==> config.mk <==
export PLATFORM = sky130hd
export DESIGN_NAME = cpu_phase_sequencer
export DESIGN_NICKNAME = d
export VERILOG_FILES = /design/src/rtl/cpu_phase_sequencer_pkg.sv /design/src/rtl/cpu_phase_sequencer_retire_counter.sv /design/src/rtl/cpu_phase_sequencer.sv
export SDC_FILE = /design/constraint.sdc
export NUM_CORES = 1
export LEC_CHECK = 0
export CAP_MARGIN = 0
export CORE_ASPECT_RATIO = 1.75
export CORE_UTILIZATION = 30
export DETAILED_ROUTE_END_ITERATION = 10
export HOLD_SLACK_MARGIN = 0.12
export SLEW_MARGIN = 20
export SYNTH_ARGS = -nofsm -noshare
export SYNTH_HDL_FRONTEND = slang
export SYNTH_SLANG_ARGS = --single-unit
==> constraint.sdc <==
create_clock -name clk -period 3.26 [get_ports clk]
set_clock_uncertainty 0.05 [all_clocks]
set_input_delay 0.652 -clock clk [delete_from_list [all_inputs] [get_ports clk]]
set_output_delay 0.652 -clock clk [all_outputs]
set_load 0.01 [all_outputs]
==> src/rtl/cpu_phase_sequencer_pkg.sv <==
// Shared definitions for the CPU phase sequencer: state encoding, default
// phase constants and a constant-evaluable clog2.
package cpu_seq_pkg;

    typedef enum logic [1:0] {
        RUN  = 2'd0,
        WAIT = 2'd1,
        HALT = 2'd2
    } seq_state_t;

    localparam int DEF_NUM_PHASES  = 8;
    localparam int DEF_MEM_PHASE   = 4;
    localparam int DEF_WB_PHASE    = 6;
    localparam int DEF_CNT_W       = 32;
    localparam int DEF_TIMEOUT_CYC = 255;

    // Ceiling log2; clog2(1) = 0.
    function automatic int clog2(input int unsigned value);
        int result;
        result = 0;
        for (int unsigned i = 0; i < 32; i++) begin
            if ((64'd1 << i) < 64'(value)) begin
                result = int'(i) + 1;
            end
        end
        return result;
    endfunction

endpackage

==> src/rtl/cpu_phase_sequencer_retire_counter.sv <==
// Retired-instruction counter: increments on each enable, wraps modulo 2^CNT_W.
module retire_counter #(
    parameter int CNT_W = 32
) (
    input  logic             clk,
    input  logic             rst,
    input  logic             en,
    output logic [CNT_W-1:0] count
);

    always_ff @(posedge clk or posedge rst) begin
        if (rst) begin
            count <= '0;
        end else if (en) begin
            count <= count + CNT_W'(1);
        end
    end

endmodule

==> src/rtl/cpu_phase_sequencer.sv <==
// Per-phase enable sequencer with memory wait states, halt/single-step and
// retire counting. Optional macro SEQ_MEM_TIMEOUT_EN bounds WAIT with a timeout.
module cpu_phase_sequencer
    import cpu_seq_pkg::*;
#(
    parameter int NUM_PHASES   = DEF_NUM_PHASES,
    parameter int MEM_PHASE    = DEF_MEM_PHASE,
    parameter int WB_PHASE     = DEF_WB_PHASE,
    parameter int CNT_W        = DEF_CNT_W,
    parameter int START_HALTED = 0,
`ifdef SEQ_MEM_TIMEOUT_EN
    parameter int TIMEOUT_CYC  = DEF_TIMEOUT_CYC,
`endif
    localparam int PH_W        = clog2(NUM_PHASES)
) (
    input  logic             clk,
    input  logic             rst,
    input  logic             halt_req,
    input  logic             step,
    input  logic             mem_active,
    input  logic             mem_ready,
    output logic [PH_W-1:0]  phase,
    output logic             fetch_en,
    output logic             mem_req,
    output logic             reg_wr_en,
    output logic             pc_en,
    output logic             halted,
`ifdef SEQ_MEM_TIMEOUT_EN
    output logic             mem_timeout,
`endif
    output logic [CNT_W-1:0] instret
);

    localparam logic [PH_W-1:0] LAST_PH  = PH_W'(NUM_PHASES - 1);
    localparam logic [PH_W-1:0] MEM_PH   = PH_W'(MEM_PHASE);
    localparam logic [PH_W-1:0] MEM_NEXT = PH_W'(MEM_PHASE + 1);
    localparam logic [PH_W-1:0] WB_PH    = PH_W'(WB_PHASE);

    seq_state_t state;
    logic       step_pend;
    logic       timeout_hit;
    logic       timeout_lock;
    logic       run;

`ifdef SEQ_MEM_TIMEOUT_EN
    localparam int            TO_W    = clog2(TIMEOUT_CYC + 1);
    localparam logic [TO_W-1:0] TO_LAST = TO_W'(TIMEOUT_CYC - 1);

    logic [TO_W-1:0] wait_cnt;

    assign timeout_hit  = (state == WAIT) && !mem_ready && (wait_cnt == TO_LAST);
    assign timeout_lock = mem_timeout;

    always_ff @(posedge clk or posedge rst) begin
        if (rst) begin
            wait_cnt    <= '0;
            mem_timeout <= 1'b0;
        end else begin
            if (state == WAIT && !mem_ready) begin
                wait_cnt <= wait_cnt + TO_W'(1);
            end else begin
                wait_cnt <= '0;
            end
            if (timeout_hit) begin
                mem_timeout <= 1'b1;
            end
        end
    end
`else
    assign timeout_hit  = 1'b0;
    assign timeout_lock = 1'b0;
`endif

    always_ff @(posedge clk or posedge rst) begin
        if (rst) begin
            state     <= (START_HALTED != 0) ? HALT : RUN;
            phase     <= '0;
            step_pend <= 1'b0;
        end else begin
            case (state)
                RUN: begin
                    if (phase == LAST_PH) begin
                        phase <= '0;
                        if (halt_req || step_pend) begin
                            state     <= HALT;
                            step_pend <= 1'b0;
                        end
                    end else if (phase == MEM_PH && mem_active && !mem_ready) begin
                        state <= WAIT;
                    end else begin
                        phase <= phase + PH_W'(1);
                    end
                end
                WAIT: begin
                    if (mem_ready) begin
                        state <= RUN;
                        phase <= MEM_NEXT;
                    end else if (timeout_hit) begin
                        state     <= HALT;
                        phase     <= '0;
                        step_pend <= 1'b0;
                    end
                end
                HALT: begin
                    phase <= '0;
                    // step takes priority over a held halt_req and over a timeout lock
                    if (step) begin
                        state     <= RUN;
                        step_pend <= 1'b1;
                    end else if (!halt_req && !timeout_lock) begin
                        state <= RUN;
                    end
                end
                default: begin
                    state <= HALT;
                    phase <= '0;
                end
            endcase
        end
    end

    // Gated by rst so enables drop the instant reset asserts.
    assign run       = (state == RUN) && !rst;
    assign fetch_en  = run && (phase == '0);
    assign reg_wr_en = run && (phase == WB_PH);
    assign pc_en     = run && (phase == LAST_PH);
    assign mem_req   = (state == RUN || state == WAIT) && !rst && (phase == MEM_PH) && mem_active;
    assign halted    = (state == HALT);

    retire_counter #(
        .CNT_W(CNT_W)
    ) u_retire (
        .clk  (clk),
        .rst  (rst),
        .en   (pc_en),
        .count(instret)
    );

endmodule

==> impl.org, run 1 <==
** Power and ir drop
- Part of the total power dissipated in sequential elements :: 0.411
- Summed over all cells, the static leakage comes to roughly 1.2 nW.
- VDD IR max :: 0.0002194 V
- In this run the power density over the cells is 500.6 nW/um^2.
- Switching power summed over all nets :: 346.2 uW
- Overall power :: 1.305 mW
- Of the total power, combinational logic draws 0.211.
- The share of total power dissipated in the clock network is 0.379.
- Of the total power, the share spent switching nets is 0.2653.
- Internal portion of total power :: 959.0 uW

** Timing
- Transition time at the pin with the least slew margin :: 0.7073 ns
- Setup slack on the critical path of the routed design comes to roughly 0.46 ns.
- Sum of negative setup slack :: 0 ns
- For this run, the top clock speed supported by timing is approximately 360 MHz.
- Slew Viols, Final :: 0
- In the finished design, the share of the clock period the worst path needs comes to 0.8590.
- Tmin final :: 2.800 ns
- Fin Hold WS :: 0.4310 ns
- Relative slew slack :: 0.5249
- The hold violation count in the final report came to 0.
- Setup repair after global routing left no endpoint under its margin.
- Setup violations remaining at the end of the flow were counted as 0.

** Synthesis
- Of the post-synthesis cell area, the dominant cell type holds 0.4954.
- Distinct cell type count after synthesis :: 31
- Of the synthesized area, sequential elements account for 0.4954.
- Number of instances in the synthesized netlist :: approximately 180
- Warnings, synthesis :: 0
- The number of nets in the synthesized netlist is 191.
- Area of the mapped netlist :: 1919 um^2
- Counting flops and latches in the post-synthesis netlist gives 38.
- The synthesized design spends more area on one cell type than any other, namely sky130_fd_sc_hd__dfrtp_1.
- Top post-synthesis cells by area :: sky130_fd_sc_hd__dfrtp_1 (50%), sky130_fd_sc_hd__xnor2_1 (12%), sky130_fd_sc_hd__nand4_1 (5.5%)
- A synthesized cell averages 10.84 um^2.

** Clock network
- Num CTS Buffers :: 5
- In this run the deepest clock path goes through 2 buffers.
- Number of buffers inserted to repair setup after CTS :: 0
- Number of instances resized during post-cts repair :: 0
- Clock latency on the worst-skew pair :: 0.29 ns
- CTS placed an instance of sky130_fd_sc_hd__clkbuf_8 at the clock tree root.
- The clock net in this run drives a total of 38 sinks.
- For this design, the CTS-stage hold fixing added 0 buffers.
- The H-tree generated during clock tree synthesis spans 2 levels.
- After clock tree synthesis, the clock-pin slew on the worst setup and hold paths is 0.08 ns.
- Clock tree from TritonCTS :: done

** Cells and area
- In the final layout, the multi-input gates occupy 922.1 um^2.
- Diode insertion count for antenna repair :: 0
- Across the whole layout, storage elements account for 950.9 um^2.
- Relative area change from synthesis to final layout :: 35.85%
- Share of final-layout standard cells stronger than drive strength 1 :: 0.06987
- After the flow finishes, the layout carries non-filler instances totaling between 300 and 400.
- FILL cells :: 604
- After the last flow step, the layout net total stands at 242.

** Floorplanning
- Area of the core :: 6181 um^2
- In this run the vertical extent of the chip is 107.8 um.
- The initial utilization of the core area, before any placement, comes to 0.3105.
- Die Area :: ~6700 um^2
- Horizontal die dimension :: around 62 um
- After floorplanning, the core was divided into 38 placement rows.
- For this design the top-level I/O count stands at 46.

** Critical path
- Data on the critical path arrives at its endpoint at 2.10 ns.
- Largest fanout on the critical path :: 12
- Endpoint of the most critical register-to-register path :: u_retire.count[29]$_DFFE_PP0P_
- Required time of the critical path :: roughly 2.6 ns
- In this run the critical register-to-register path is launched from state[0]$_DFFE_PP0P_.
- Setup slack on the worst reg-to-reg path comes out at 0.89 ns.
- STA classifies the critical path startpoint as a flip-flop.
- Kind of capture point of the worst setup path :: output port
- Source of the critical timing path :: state[0]$_DFFE_PP0P_
- Worst Path Class, Setup :: flip-flop to output port
- Measured in cells, the most critical reg-to-reg path has a length of 6.

** Global routing
- Global routing finished with a remaining overflow of 0.
- Vias in the first global route :: 1,417
- Global router's overall resource usage :: 0.1388
- Entering global routing, the biggest net connects 39 pins.
- Initial antenna violation count :: 0
- First-pass GRT wire length :: between 7 and 8 mm

** Detailed routing
- Post-detailed-route wirelength per cell :: 13.65 um
- In the routed design, unresolved DRC markers number 0.
- Via total after detailed routing :: 1,482
- Before antenna repair, the detailed router went through 4 iterations.
- Dividing the detail-routed via count by the number of cells gives between 4 and 5.
- Iter 0 DRT Violations :: 56
- Final wirelength :: 4.217 mm
- Antenna viol nets, final :: 0

** Min path
- The worst hold path terminates at u_retire.count[31]$_DFFE_PP0P_.
- Startpoint of the most critical hold path :: u_retire.count[31]$_DFFE_PP0P_
- Type of the tightest min-delay check :: flip-flop to flip-flop
- Worst hold path depth :: 1

** Place
- At the end of routability-driven placement, the weighted congestion stood at around 0.77.
- Placed wire-length estimate :: 3.141 mm
- Pre-CTS setup slack :: around 0.57 ns
- Buffers on Ports :: 45
- In this run, placement finished with an instance count of between 300 and 400.

** Job
- Max-cap violations in this run came to 0.

** Status
- Status :: complete, no violations
## worst max-delay path by stage
stage | to | depth (start not counted)
after floorplan | reg_wr_en | 2
after global placement | mem_req | 4
after detailed placement | mem_req | 4
after CTS | fetch_en | 4
after global routing | fetch_en | 4
final | fetch_en | 4
## worst max-delay path: stages, from the launching register on
cell	delay (ns)
sky130_fd_sc_hd__dfrtp_1	0.41
sky130_fd_sc_hd__inv_1	0.10
sky130_fd_sc_hd__ha_1	0.44
sky130_fd_sc_hd__nor4bb_1	0.28
sky130_fd_sc_hd__clkdlybuf4s50_1	0.58
## sequential cells by signal, summed over array words and instances, names as in the netlist
name            flops
state               2
u_retire.count     32
step_pend           1
phase               3
## metal layers
metal,routed length [um],share of wire,GRT usage,vias to the layer above
met3,137,0.032,0.02966,6
met2,2253,0.53,0.2570,38
li1,-,-,-,725
met4,87,0.021,0.05980,0
met5,0,0,0,-
met1,1740,0.41,0.1487,713
## cell type report
type | count | area share
Sequential cell | 38 | 0.3647
Multi-Input combinational cell | 128 | 0.3536
Timing Repair Buffer | 46 | 0.1756
Tap cell | 80 | 0.03839
Clock buffer | 6 | 0.03167
Clock inverter | 2 | 0.02303
Inverter | 9 | 0.01296
## placed cells by master, fill, tap and decap left out, types with 7 or more instances in the layout
cell type	n
sky130_fd_sc_hd__nand4_1	17
sky130_fd_sc_hd__nand3_1	8
sky130_fd_sc_hd__xnor2_1	26
sky130_fd_sc_hd__ha_1	8
sky130_fd_sc_hd__clkdlybuf4s50_1	45
sky130_fd_sc_hd__a21oi_1	7
sky130_fd_sc_hd__nor2_1	8
sky130_fd_sc_hd__nand2_1	14
sky130_fd_sc_hd__dfrtp_1	38
sky130_fd_sc_hd__inv_1	9
## kinds of logic after synthesis
kind of cell | Yosys count | share of synthesized area
and+or+nand+nor | 74 | 0.2392
DFF | 38 | 0.4954
xor gates and xnor gates | 31 | 0.1415
AOI/OAI and AO/OA | 14 | 0.04172
buffers and inverters | 11 | 0.02412
adders and majority gates | 8 | 0.05215
muxes | 1 | 0.005867
## metrics by stage
stage / util / area, um^2
floorplan: - / 1919
global placement: 0.3988 / 2465
detailed placement: 0.3988 / 2465
CTS: 0.4219 / 2608
global route: 0.4219 / 2608
finish: 0.4219 / 2608
## power groups by stage
stage               clock network [mW]  logic (mW)  registers, mW
floorplan                            0       0.165          0.546
global placement                     0       0.275          0.545
detailed placement                   0       0.276          0.546
CTS                              0.512       0.278          0.537
global route                     0.537       0.308          0.543
finish                           0.494       0.275          0.536
## cell usage after synthesis, drive strengths merged
library cell  number
dfrtp             38
xnor2             26
nand4             18
nand2             14
inv                9
nor2               9
ha                 8
nand3              8
a21oi              7
and3               6
nor3               5
xor2               5
nor4               4
o21ai              4
and2               2
and4               2
buf                2
nand2b             2
nand3b             2
a21o               1
mux2               1
nand4b             1
nor4bb             1
o311a              1
o31ai              1
(Power assumes the default switching activity.)
==> run 2, diff against run 1 <==
Settings changed: CTS_BUF_LIST from default to sky130_fd_sc_hd__clkbuf_2.
Clock period 3.26 ns to 2.6 ns, I/O delays scaled along.
==> run 2 against run 1 <==
Via count rose by 1.3%. Clock power decreased by 6.9%. Sequential share of layout area is 0.42 points lower. Total power is 19% higher. Sequential power rose by 25%. Routed wire length grew 1.8%. Design area increased by 1.2%. Critical endpoint is now reg_wr_en. Largest power group unchanged.
==> impl.org, run 2 (synthesis gave the netlist of run 1 again) <==
** Status
- The flow ran to the end, and the final reports show no timing, DRC or antenna violations.

** Cells and area
- Register with the highest flop count :: u_retire.count
- Commonest cells after routing, fill and taps aside :: sky130_fd_sc_hd__clkdlybuf4s50_1 (42), sky130_fd_sc_hd__dfrtp_1 (38), sky130_fd_sc_hd__xnor2_1 (26)
- The area growth from synthesis to layout is 37.42%.
- The number of antenna diodes in the final layout is 0.
- Most common library cell in the layout ignoring fill and taps :: sky130_fd_sc_hd__clkdlybuf4s50_1
- Total Nets Final :: 249
- In the final layout, the share of cells above drive strength 1 is 0.1059.
- After routing the design area is between 2000 and 3000 um^2.
- The register with the most flip-flops in the layout has 32 of them.
- Leading registers by flop count :: u_retire.count x32, phase x3, state x2

** Global routing
- Entering global routing, the biggest net connects 39 pins.
- The number of global-route vias before repair was 1,528.
- First-pass GRT wire length :: 7.265 mm
- Total global routing overflow :: 0
- Initial antenna violation count :: 0
- Across every metal layer, demand over resource in global routing totals 0.1397.

** Clock network
- After clock tree synthesis, the clock-pin slew on the worst setup and hold paths is 0.21 ns.
- The clock drives 38 sinks.
- In this run, post-CTS hold repair placed 0 buffers.
- TritonCTS created 5 clock buffers.
- Clock tree from TritonCTS :: done
- Clock tree root driver cell :: sky130_fd_sc_hd__clkbuf_2
- Clock latency on the worst-skew pair :: 0.39 ns
- The clock passes through at most 2 buffers.
- The clock tree synthesis step divided the H-tree into 2 levels.

** Timing
- Setup violation total in the final timing report :: 0
- Slew Viols, Final :: 0
- At the pin with the least slew margin, the transition time is 0.6196 ns.
- Setup repair after global routing left no endpoint under its margin.
- For this run, the top clock speed supported by timing is 407.2 MHz.
- Tmin final :: 2.456 ns
- Relative slew slack :: 0.5838
- Share of the cycle needed by the critical path after routing :: 0.9446
- Setup total negative slack on the finished layout was measured at 0 ns.
- Hold Vio Cnt, Final :: 0

** Critical path
- CP cell instances :: inv_1 > ha_4 > and4_1 > clkdlybuf4s50_1
- The slowest stage of the critical path belongs to the cell sky130_fd_sc_hd__clkdlybuf4s50_1.
- The worst register-to-register path begins at state[1]$_DFFE_PP0P_.
- The critical path starts at state[1]$_DFFE_PP0P_.
- Arrival time reported for the critical path endpoint :: 1.89 ns
- CP delay by family, top :: buffers and inverters
- Maximum cell stage delay along the critical path :: 0.54 ns
- Kind of capture point of the worst setup path :: output port
- Largest fanout on the critical path :: 8
- The number of buffers and inverters on the critical path is 2.
- For the worst setup path, the data required time is 2.03 ns.
- The critical path is of the flip-flop to output port type.
- Sort of element at the start of the critical path :: flip-flop

** Job
- The tool flagged a number of max-cap violations equal to 0.

** Min path
- The worst hold path begins at u_retire.count[31]$_DFFE_PP0P_.
- The worst hold path belongs to the class flip-flop to flip-flop.

** Floorplanning
- Area of the core :: just over 6000 um^2
- I/O Pins :: 46
- From bottom edge to top edge, the die measures about 110 um.
- The floorplan step set the die width to 62.47 um.
- Starting density of the core :: 0.3105
- Die Area :: ~6700 um^2
- The initialized floorplan defines 38 standard-cell rows.

** Power and ir drop
- The internal portion of the total power is roughly 1.1 mW.
- Switching power summed over all nets :: 444.5 uW
- Share of power burned in the clock network :: 0.297
- Of the total power, registers draw 0.430.
- Switching Fraction :: 0.2865
- Overall power :: 1.552 mW
- Leak Pwr :: 1.204 nW
- Power spread over the standard cell area amounts to 588.2 nW/um^2.
- Combinational fraction of design power :: 0.273
- The worst-case IR drop observed on VDD is 0.0002792 V.

** Detailed routing
- Post-detailed-route wirelength per cell :: ~14 um
- Before antenna repair, the detailed router went through 4 iterations.
- Dividing the detail-routed via count by the number of cells gives between 4 and 5.
- Iter 0 DRT Violations :: 51
- Antenna viol nets, final :: 0
- Remaining design rule violation count :: 0
- Via total after detailed routing :: 1,502
- Summed over all layers, the routed wires come to 4.293 mm.

** Place
- Global placement routability congestion :: roughly 0.8
- In this run the cell area measured after placement is 2487 um^2.
- Summed over all nets, the half-perimeter wirelength after detailed placement is 3.159 mm.
- Input and output buffers added on the ports amount to 45.
-- run 2: changes by cell type in the layout (fill, tap and decap cells not counted) --
cell / previous run / this run
sky130_fd_sc_hd__clkbuf_8: 6 / 0
sky130_fd_sc_hd__clkinv_1: 0 / 1
sky130_fd_sc_hd__dlymetal6s2s_1: 0 / 2
sky130_fd_sc_hd__ha_4: 0 / 2
sky130_fd_sc_hd__clkdlybuf4s50_1: 45 / 42
sky130_fd_sc_hd__ha_2: 0 / 1
sky130_fd_sc_hd__ha_1: 8 / 5
sky130_fd_sc_hd__buf_4: 1 / 8
sky130_fd_sc_hd__clkbuf_2: 0 / 5
sky130_fd_sc_hd__dlygate4sd2_1: 0 / 1
-- run 2: final timing paths --
| check | cells past startpoint | to | slack (ns) |
|---|---|---|---|
| max reg2reg | 7 | u_retire.count[22]$_DFFE_PP0P_ | 0.60 |
| max in group asynchronous | 3 | u_retire.count[7]$_DFFE_PP0P_ | 1.52 |
| max | 4 | reg_wr_en | 0.14 |
| min reg2reg | 1 | u_retire.count[31]$_DFFE_PP0P_ | 0.44 |
| min | 1 | u_retire.count[31]$_DFFE_PP0P_ | 0.44 |
| min in group asynchronous | 3 | u_retire.count[21]$_DFFE_PP0P_ | 0.62 |
-- run 2: per-stage QoR --
step | util | hold WS [ns] | setup WS (ns) | instances
after global routing | 0.4267 | 0.4510 | 0.0004230 | 316
after floorplan | - | 0.4501 | 0.3493 | 177
after CTS | 0.4215 | 0.4426 | 0.01458 | 314
final | 0.4267 | 0.4382 | 0.1440 | 316
after global placement | 0.4024 | 0.4100 | 0.1814 | 304
after detailed placement | 0.4024 | 0.4128 | 0.1544 | 304
-- run 2: layer usage --
metal / share of wire / track usage
met5: 0 / 0
met4: 0.026 / 0.06811
met3: 0.034 / 0.03178
met2: 0.53 / 0.2547
met1: 0.41 / 0.1489
-- run 2: area by class of cell --
type | instances | area [um^2]
clock buffers | 5 | 25.02
clock inverters | 3 | 63.81
fillers | 629 | 3543
inverters | 9 | 33.78
multi-input cells | 128 | 949.7
flip-flops and latches | 38 | 950.9
well taps | 80 | 100.1
repair buffers | 53 | 514.2
-- run 2: what timing repair did --
action / 4_1_cts / 5_1_grt
setup endpoints to repair: 4 / 3
gates resized for setup: 4 / 4
buffers inserted: 2 / 2
pin swaps: 0 / 2
-- run 2: power by group through the flow --
stage,clock network (mW),registers [mW],logic (mW)
floorplan,0,0.685,0.207
global placement,0,0.683,0.363
detailed placement,0,0.683,0.366
CTS,0.480,0.666,0.415
global route,0.505,0.675,0.475
finish,0.460,0.668,0.424
==> run 3, diff against run 2 <==
Settings changed: SETUP_SLACK_MARGIN from default to 0.15.
==> run 3 against run 2 <==
Routed wire length rose by 0.68%. Worst hold slack is essentially flat. Utilization is 0.26 points higher. Fmax is 8.8% higher. Die area is the same. Design area increased by 0.62%. Global-route usage increased by 0.13 points. Count of clock-buffer cells in the layout unchanged. Critical path type unchanged. Largest cell class is now multi-input combinational cells. Largest power group unchanged.
==> impl.org, run 3 (synthesis gave the netlist of run 1 again) <==
** Timing
- Sum of negative setup slack :: 0 ns
- Static timing analysis puts the maximum clock frequency at roughly 440 MHz.
- Setup repair after global routing left no endpoint under its margin.
- Share of the cycle needed by the critical path after routing :: 0.8685
- Relative slew slack :: 0.5939
- Setup violations remaining at the end of the flow were counted as 0.
- Transition time at the pin with the least slew margin :: around 0.60 ns
- The count of pins over their slew limit was 0.
- Final hold analysis gives a worst-case slack of roughly 0.44 ns.
- Tmin final :: 2.258 ns
- The hold violation count in the final report was 0.

** Detailed routing
- Detailed routing inserted a total of about 1,500 vias.
- In this run the remaining antenna-violating nets after routing total 0.
- Length of the first detailed-routing pass in iterations :: 4
- The detailed router finished its first iteration with 65 violations.
- After detailed routing, the average wire length per cell comes to 13.63 um.
- Via density per instance :: 4.801
- Final wirelength :: 4.322 mm
- Remaining design rule violation count :: 0

** Critical path
- Arrival time reported for the critical path endpoint :: 1.69 ns
- Sort of element at the start of the critical path :: flip-flop
- Setup slack on the worst reg-to-reg path comes out at 0.63 ns.
- In this run the critical register-to-register path is launched from state[0]$_DFFE_PP0P_.
- Worst Path Class, Setup :: flip-flop to output port
- In this run the worst setup path begins at state[0]$_DFFE_PP0P_.
- In this run the worst path has a maximum fanout of 5.
- For the worst setup path, the data required time is 2.03 ns.
- Kind of capture point of the worst setup path :: output port

** Cells and area
- Most common library cell in the layout ignoring fill and taps :: sky130_fd_sc_hd__clkdlybuf4s50_1
- Relative area change from synthesis to final layout :: 38.27%
- Ranked by flip-flop count, first place goes to u_retire.count.
- In the final layout, the registers with the most flip-flops are u_retire.count x32, phase x3, state x2.
- Across the whole layout, storage elements account for 950.9 um^2.
- Share of final-layout standard cells stronger than drive strength 1 :: 0.1224
- For this run, the number of standard cells in the final layout without fillers is 317.
- Area occupied by multi-input gates :: 959.7 um^2
- Diode insertion count for antenna repair :: 0
- Commonest cells after routing, fill and taps aside :: sky130_fd_sc_hd__clkdlybuf4s50_1 (41), sky130_fd_sc_hd__dfrtp_1 (38), sky130_fd_sc_hd__xnor2_1 (26)
- Total Nets Final :: 250
- FILL cells :: 622
- The register with the most flip-flops in the layout has 32 of them.

** Place
- Placed wire-length estimate :: 3.159 mm
- Including well taps, the total number of placed cells is 304.
- Routability-driven placement finished with a final weighted congestion of 0.7823.
- During placement, the flow inserted port buffers numbering 45.

** Floorplanning
- The die covers 6734 um^2.
- Area of the core :: 6181 um^2
- DIE HEIGHT :: 107.8 um
- Row generation in the floorplan step produced 38 rows.
- I/O Pins :: between 40 and 50
- For this configuration, the core starts out at a cell density of 0.3105.
- From left edge to right edge, the die measures 62.47 um.

** Global routing
- The number of global-route vias before repair came to 1,533.
- Global router's overall resource usage :: 0.1411
- The initial antenna violation count is 0.
- The total overflow left after global routing is 0.
- The first global-routing pass estimated 7.307 mm of wire.
- Largest net degree at the start of global routing :: 39

** Power and ir drop
- In this run the power density over the cells is ~600 nW/um^2.
- The analysis attributes to cell leakage a power of around 1.2 nW.
- Overall power :: 1.574 mW
- VDD IR max :: between 0.0002 and 0.0003 V

** Clock network
- Buffer depth of the longest clock path :: 2
- In this run the clock root is driven by a sky130_fd_sc_hd__clkbuf_2.
- In this run the number of H-tree levels came out at 2.
- Clock tree from TritonCTS :: done
- After clock tree synthesis, the clock-pin slew on the worst setup and hold paths is 0.21 ns.
- Total of hold buffers inserted after clock tree synthesis :: 0
- TritonCTS created 5 clock buffers.
- At the later pin of the worst-skew pair, clock insertion delay measures 0.39 ns.
- The clock net in this run drives a total of 38 sinks.

** Status
- Status :: complete, no violations

** Min path
- Startpoint of the most critical hold path :: u_retire.count[31]$_DFFE_PP0P_
- Type of the tightest min-delay check :: flip-flop to flip-flop

** Job
- The tool flagged a number of max-cap violations equal to 0.
[run 3: changes by cell type in the layout (fill, tap and decap cells not counted)]
cell and change:
sky130_fd_sc_hd__buf_4 +1, sky130_fd_sc_hd__clkdlybuf4s50_1 -1, sky130_fd_sc_hd__dlygate4sd2_1 +1, sky130_fd_sc_hd__inv_1 -1
sky130_fd_sc_hd__inv_2 +1, sky130_fd_sc_hd__nand3_1 -1, sky130_fd_sc_hd__nand3_2 +1, sky130_fd_sc_hd__nor3_1 -1
sky130_fd_sc_hd__nor3_2 +1
[run 3: per-layer routing]
layer | part of all wire | track usage | wire length, um
met1 | 0.40 | 0.1489 | 1708
met2 | 0.54 | 0.2593 | 2355
met3 | 0.035 | 0.03178 | 151
met4 | 0.025 | 0.06811 | 107
met5 | 0 | 0 | 0
[run 3: power breakdown]
part | internal [mW] | leakage, nW | switching, mW | total, mW
logic | 0.229 | 0.644 | 0.216 | 0.445
registers | 0.632 | 0.519 | 0.0357 | 0.667
clock network | 0.256 | 0.0506 | 0.205 | 0.461
total | 1.12 | 1.21 | 0.457 | 1.57
[run 3: critical path, stage by stage, from the launching register on]
cell,delay [ns]
sky130_fd_sc_hd__dfrtp_1,0.43
sky130_fd_sc_hd__inv_1,0.12
sky130_fd_sc_hd__ha_4,0.19
sky130_fd_sc_hd__buf_4,0.15
sky130_fd_sc_hd__nor2_1,0.05
sky130_fd_sc_hd__nor3_2,0.09
sky130_fd_sc_hd__dlygate4sd2_1,0.28
[run 3: area by class of cell]
class | instances | area share
clock buffers | 5 | 0.009429
clock inverters | 3 | 0.02405
inverters | 9 | 0.01273
multi-input cells | 128 | 0.3616
flip-flops and latches | 38 | 0.3583
well taps | 80 | 0.03772
repair buffers | 54 | 0.1961
[run 3: worst paths after layout]
kind | end | depth (start not counted)
hold / removal | u_retire.count[31]$_DFFE_PP0P_ | 1
max in group asynchronous | u_retire.count[7]$_DFFE_PP0P_ | 3
setup reg to reg | u_retire.count[22]$_DFFE_PP0P_ | 7
setup / recovery | mem_req | 6
hold reg to reg | u_retire.count[31]$_DFFE_PP0P_ | 1
min in group asynchronous | u_retire.count[21]$_DFFE_PP0P_ | 3
[run 3: per-stage QoR]
stage	area, um^2	worst slack [ns]	utilization
after CTS	2619	0.01825	0.4237
after detailed placement	2487	0.1544	0.4024
final	2654	0.3418	0.4294
after global routing	2654	0.1772	0.4294
after global placement	2487	0.1814	0.4024
after floorplan	1919	0.3493	-
[run 3: what timing repair did]
item	4_1_cts	5_1_grt
resized for setup	6	6
endpoints found under the setup margin	4	3
endpoints found under the hold margin	0	0
pin swaps	1	1
setup buffers	4	1
